**config.mk**
```make
export PLATFORM = sky130hd
export DESIGN_NAME = serial_neg_arb
export DESIGN_NICKNAME = d
export VERILOG_FILES = /design/src/rtl/serial_neg_pkg.sv /design/src/rtl/serial_twoscomp_core.sv /design/src/rtl/serial_neg_arb.sv
export SDC_FILE = /design/constraint.sdc
export NUM_CORES = 1
export LEC_CHECK = 0
export CORE_MARGIN = 10
export CORE_UTILIZATION = 41
export CTS_CLUSTER_SIZE = 30
export DETAILED_ROUTE_END_ITERATION = 8
export GPL_TIMING_DRIVEN = 0
export PLACE_DENSITY = 0.79
export SLEW_MARGIN = 30
export SYNTH_ARGS = -nofsm -noshare
export SYNTH_HDL_FRONTEND = slang
export SYNTH_HIERARCHICAL = 1
export SYNTH_SLANG_ARGS = --single-unit
```
**constraint.sdc**
```tcl
create_clock -name clk -period 1.35 [get_ports clk]
set_input_delay 0.135 -clock clk [delete_from_list [all_inputs] [get_ports clk]]
set_output_delay 0.135 -clock clk [all_outputs]
set_load 0.05 [all_outputs]
```
**src/rtl/serial_neg_pkg.sv**
```systemverilog
// Shared types for the two-requester bit-serial negator.
package serial_neg_pkg;

  localparam int NUM_REQ = 2;

  typedef logic req_id_t;

  typedef enum logic [1:0] {
    IDLE  = 2'd0,
    SHIFT = 2'd1,
    DONE  = 2'd2
  } state_e;

endpackage

```
**src/rtl/serial_twoscomp_core.sv**
```systemverilog
// Bit-serial two's-complement negator: pass bits through up to and
// including the first 1, invert every bit after it.
module serial_twoscomp_core (
  input  logic clk,
  input  logic reset,
  input  logic clear,
  input  logic en,
  input  logic bit_in,
  output logic bit_out
);

  logic seen_q;
  logic seen_d;

  always_comb begin
    seen_d = seen_q;
    if (clear) begin
      seen_d = 1'b0;
    end else if (en && bit_in) begin
      seen_d = 1'b1;
    end
  end

  always_ff @(posedge clk) begin
    if (reset) begin
      seen_q <= 1'b0;
    end else begin
      seen_q <= seen_d;
    end
  end

  assign bit_out = seen_q ? ~bit_in : bit_in;

endmodule

```
**src/rtl/serial_neg_arb.sv**
```systemverilog
// Round-robin shared serial negator for two requesters.
// Optional ovf output enabled by SERIAL_NEG_OVF_FLAG_EN.
module serial_neg_arb
  import serial_neg_pkg::*;
#(
  parameter int WIDTH = 8
) (
  input  logic               clk,
  input  logic               reset,
  input  logic [1:0]         req,
  input  logic [WIDTH-1:0]   din0,
  input  logic [WIDTH-1:0]   din1,
  output logic [1:0]         ack,
  output logic               busy,
  output logic [WIDTH-1:0]   dout,
  output logic               dout_valid,
`ifdef SERIAL_NEG_OVF_FLAG_EN
  output logic               ovf,
`endif
  output logic               dout_id
);

  localparam int CW = (WIDTH > 1) ? $clog2(WIDTH) : 1;
  localparam logic [WIDTH-1:0] MIN_NEG = {1'b1, {(WIDTH-1){1'b0}}};

  state_e               state_q, state_d;
  req_id_t              ptr_q, ptr_d;
  req_id_t              id_q, id_d;
  logic [NUM_REQ-1:0]   ack_q, ack_d;
  logic [WIDTH-1:0]     shift_q, shift_d;
  logic [WIDTH-1:0]     res_q, res_d;
  logic [CW-1:0]        cnt_q, cnt_d;
  req_id_t              gnt;
  logic [WIDTH-1:0]     op;
  logic                 neg_clear;
  logic                 neg_en;
  logic                 neg_bit;
`ifdef SERIAL_NEG_OVF_FLAG_EN
  logic                 ovf_op_q, ovf_op_d;
`endif

  serial_twoscomp_core u_core (
    .clk     (clk),
    .reset   (reset),
    .clear   (neg_clear),
    .en      (neg_en),
    .bit_in  (shift_q[0]),
    .bit_out (neg_bit)
  );

  // Single requester wins outright; a tie goes to the pointer.
  always_comb begin
    gnt = ptr_q;
    unique case (1'b1)
      (req == 2'b01): gnt = 1'b0;
      (req == 2'b10): gnt = 1'b1;
      default:        gnt = ptr_q;
    endcase
  end

  assign op = gnt ? din1 : din0;

  always_comb begin
    state_d   = state_q;
    ptr_d     = ptr_q;
    id_d      = id_q;
    ack_d     = '0;
    shift_d   = shift_q;
    res_d     = res_q;
    cnt_d     = cnt_q;
    neg_clear = 1'b0;
    neg_en    = 1'b0;
`ifdef SERIAL_NEG_OVF_FLAG_EN
    ovf_op_d  = ovf_op_q;
`endif
    unique case (state_q)
      IDLE: begin
        if (|req) begin
          state_d   = SHIFT;
          id_d      = gnt;
          ptr_d     = ~gnt;
          ack_d     = gnt ? 2'b10 : 2'b01;
          shift_d   = op;
          cnt_d     = '0;
          neg_clear = 1'b1;
`ifdef SERIAL_NEG_OVF_FLAG_EN
          ovf_op_d  = (op == MIN_NEG);
`endif
        end
      end
      SHIFT: begin
        neg_en  = 1'b1;
        shift_d = shift_q >> 1;
        res_d   = {neg_bit, res_q[WIDTH-1:1]};
        cnt_d   = cnt_q + 1'b1;
        if (cnt_q == CW'(WIDTH - 1)) begin
          state_d = DONE;
        end
      end
      DONE: begin
        state_d = IDLE;
      end
      default: begin
        state_d = IDLE;
      end
    endcase
  end

  always_ff @(posedge clk) begin
    if (reset) begin
      state_q  <= IDLE;
      ptr_q    <= 1'b0;
      id_q     <= 1'b0;
      ack_q    <= '0;
      shift_q  <= '0;
      res_q    <= '0;
      cnt_q    <= '0;
`ifdef SERIAL_NEG_OVF_FLAG_EN
      ovf_op_q <= 1'b0;
`endif
    end else begin
      state_q  <= state_d;
      ptr_q    <= ptr_d;
      id_q     <= id_d;
      ack_q    <= ack_d;
      shift_q  <= shift_d;
      res_q    <= res_d;
      cnt_q    <= cnt_d;
`ifdef SERIAL_NEG_OVF_FLAG_EN
      ovf_op_q <= ovf_op_d;
`endif
    end
  end

  assign ack        = ack_q;
  assign busy       = (state_q != IDLE);
  assign dout_valid = (state_q == DONE);
  assign dout       = res_q;
  assign dout_id    = id_q;
`ifdef SERIAL_NEG_OVF_FLAG_EN
  assign ovf        = dout_valid & ovf_op_q;
`endif

endmodule

```
==> impl_metrics.tcl <==
set metrics [dict create \
    dp_cells 176 \
    dieArea_sq_um 5070 \
    max_freq_ghz 0.766 \
    finClkSkew_ns 0.00474 \
    cts-root-buf "clkbuf_4" \
    syn_area_per_cell_sq_um 9.43 \
    cp.arrival_ns 1.56 \
    clk_pin_slew_ns 0.14 \
    fin_cells 183 \
    syn_inst 114 \
    drive_gt1_frac 0.222 \
    syn-num-nets 138 \
    cts_buffers 3 \
    r2r-start "state_q[0]$_SDFFE_PP0P_" \
    final_max_slew_viol_count 0 \
    routedWlPerCell_um 14.6 \
    comb_power_share 0.184 \
    rsz0062_at_grt "no" \
    netlist_area_sq_um 1070 \
    hold_viol_final 0 \
    n_antenna_cell 0 \
    hp-start "din1[3]" \
    internal_power_mw 1.26 \
    overflow 0 \
    grt_pass1_wl_mm 4.21 \
    gr-usage-all-layers 0.101 \
    place.port_buffers 32 \
    wl_mm 2.66 \
    synth_top_cell_area_share 0.484 \
    yosysTopAreaCell "dfxtp_1" \
    p_clk_frac 0.319 \
    yosysWarnings 6 \
    drt_iter0_drc 67 \
    maxCapViolCount 0 \
    antenna_left 0 \
    finalSetupViolCount 0 \
    seq_power_share 0.497 \
    grt_max_degree 16 \
    end_kind "register" \
    antenna_found_initial 0 \
    die_y_um 71.2 \
    worst-path-max-fanout 10 \
    postCtsHoldBufs 0 \
    synth.distinct_cells 25 \
    start_kind "register" \
    final_common_cell "dfxtp_1" \
    power_density_nw_per_um2 1090 \
    fin_crit_ns 1.31 \
    hp-class "input pin to register" \
    io_pins 33 \
    dp_slack_ns -0.618 \
    p_sw_frac 0.247 \
    drtPass1Iterations 4 \
    seq_area_frac_synth 0.484 \
    start_util 0.430 \
    clk_path_buf_depth 2 \
    drc 0 \
    ys_ff_latch 26 \
    setup_tns_ns 0 \
    cp.required_ns 1.61 \
    worst_slew_pin_slew_ns 0.488 \
    clk_latency_ns 0.33 \
    p_leak_nw 0.632 \
    max-slew-margin-rel 0.676 \
    critPathKind "register to register" \
    h-tree-depth 1 \
    hpwlAfterDp_mm 1.91 \
    fp-row-count 18 \
    fillCellCount 221 \
    fin_crit_sh 0.968 \
    vdd_drop_max_mv 0.558 \
    first_global_vias 919 \
    clock_sinks 26 \
    layout_common_cells "dfxtp_1, clkdlybuf4s50_1, nand2_1, a21oi_1" \
    ys_top_cells_by_area "dfxtp_1, mux2i_1, a22oi_1" \
    vias 948 \
    gp_congestion 0.787 \
    design.core.area_sq_um 2500 \
    setup.worst_path.start "state_q[0]$_SDFFE_PP0P_" \
    nNetsFinal 178 \
    viasPerCell 5.18 \
    outcome "complete, no violations" \
    die_w_um 71.2 \
    worst_slack_ns 0.0438 \
    fin_hold_ws_ns 0.444 \
    tritoncts "built" \
    p_sw_mw 0.413 \
    area_delta_synth_final_pct 42.5 \
]
[logic make-up (layout without fill, tap and decap cells)]
logic type,count (synthesis),count (layout),share of synthesized area
compound gates,30,30,0.179
simple gates,32,32,0.139
fa+ha+maj,4,4,0.0466
xor+xnor,1,1,0.00815
buf+inv,11,50,0.0500
flops,26,26,0.484
mux,10,10,0.0931
[cell usage after synthesis]
| cell type | count |
|---|---|
| nor3b_1 | 1 |
| a22oi_1 | 9 |
| nand2_1 | 16 |
| nand2b_1 | 1 |
| buf_6 | 1 |
| mux2i_1 | 10 |
| a211oi_1 | 2 |
| dfxtp_1 | 26 |
| or2_4 | 1 |
| o22ai_1 | 7 |
| a21o_1 | 1 |
| nor3_2 | 1 |
| buf_4 | 1 |
| ha_1 | 4 |
| o21ai_2 | 1 |
| or3_1 | 1 |
| clkbuf_1 | 4 |
| a21oi_1 | 10 |
| nand3b_1 | 1 |
| nor2b_1 | 2 |
| inv_1 | 3 |
| buf_2 | 1 |
| clkinv_1 | 1 |
| xor2_1 | 1 |
| nor2_1 | 8 |
[final timing paths]
path                             endpoint  slack, ns  cells after the start
setup / recovery  shift_q[0]$_SDFFE_PP0P_       0.04                      4
hold / removal    shift_q[3]$_SDFFE_PP0P_       0.44                      3
setup reg to reg  shift_q[0]$_SDFFE_PP0P_       0.04                      4
hold reg to reg      dout[0]$_SDFFE_PP0N_       0.47                      2
[power by group through the flow]
| stage | clock network, mW | registers, mW | logic, mW |
|---|---|---|---|
| after floorplan | 0 | 0.869 | 0.150 |
| after global placement | 0 | 0.843 | 0.278 |
| after detailed placement | 0 | 0.844 | 0.283 |
| after CTS | 0.551 | 0.829 | 0.305 |
| after global routing | 0.580 | 0.835 | 0.331 |
| final | 0.533 | 0.830 | 0.308 |
[through the flow]
stage	power, mW	cell area (sq um)	utilization
floorplan	1.02	1080	-
global placement	1.12	1440	0.576
detailed placement	1.13	1440	0.576
CTS	1.69	1530	0.613
global route	1.75	1530	0.613
finish	1.67	1530	0.613
[critical path, stage by stage (launching register included)]
cell	delay, ns
dfxtp_1	0.37
or2_4	0.25
or3_1	0.34
buf_6	0.16
o22ai_1	0.12
[state kept, by name (all words and copies together) (netlist names)]
name,flops
state_q,2
shift_q,8
dout_id,1
cnt_q,3
dout,8
u_core/seen_q,1
ack,2
ptr_q,1
[layout make-up]
cell class              count  area, sq um  share of cell area
multi-input cells          77          528               0.345
repair buffers             35          330               0.216
clock inverters             1         30.0              0.0196
inverters                   4         16.3              0.0106
clock buffers               3         22.5              0.0147
plain buffers               7         45.0              0.0294
well taps                  30         37.5              0.0245
flip-flops and latches     26          522               0.341
[routing by layer]
layer / wire, um / GRT usage / vias up
li1: - / - / 477
met1: 1060 / 0.0987 / 439
met2: 1400 / 0.183 / 27
met3: 153 / 0.0335 / 5
met4: 48 / 0.0516 / 0
met5: 0 / 0 / -
[repair_timing]
item,in CTS,in global routing
setup buffers,2,0
gates resized for setup,46,10
cloned,1,0
pin swaps,2,0
endpoints found under the setup margin,27,13
Power figures use the tool's default switching activity.
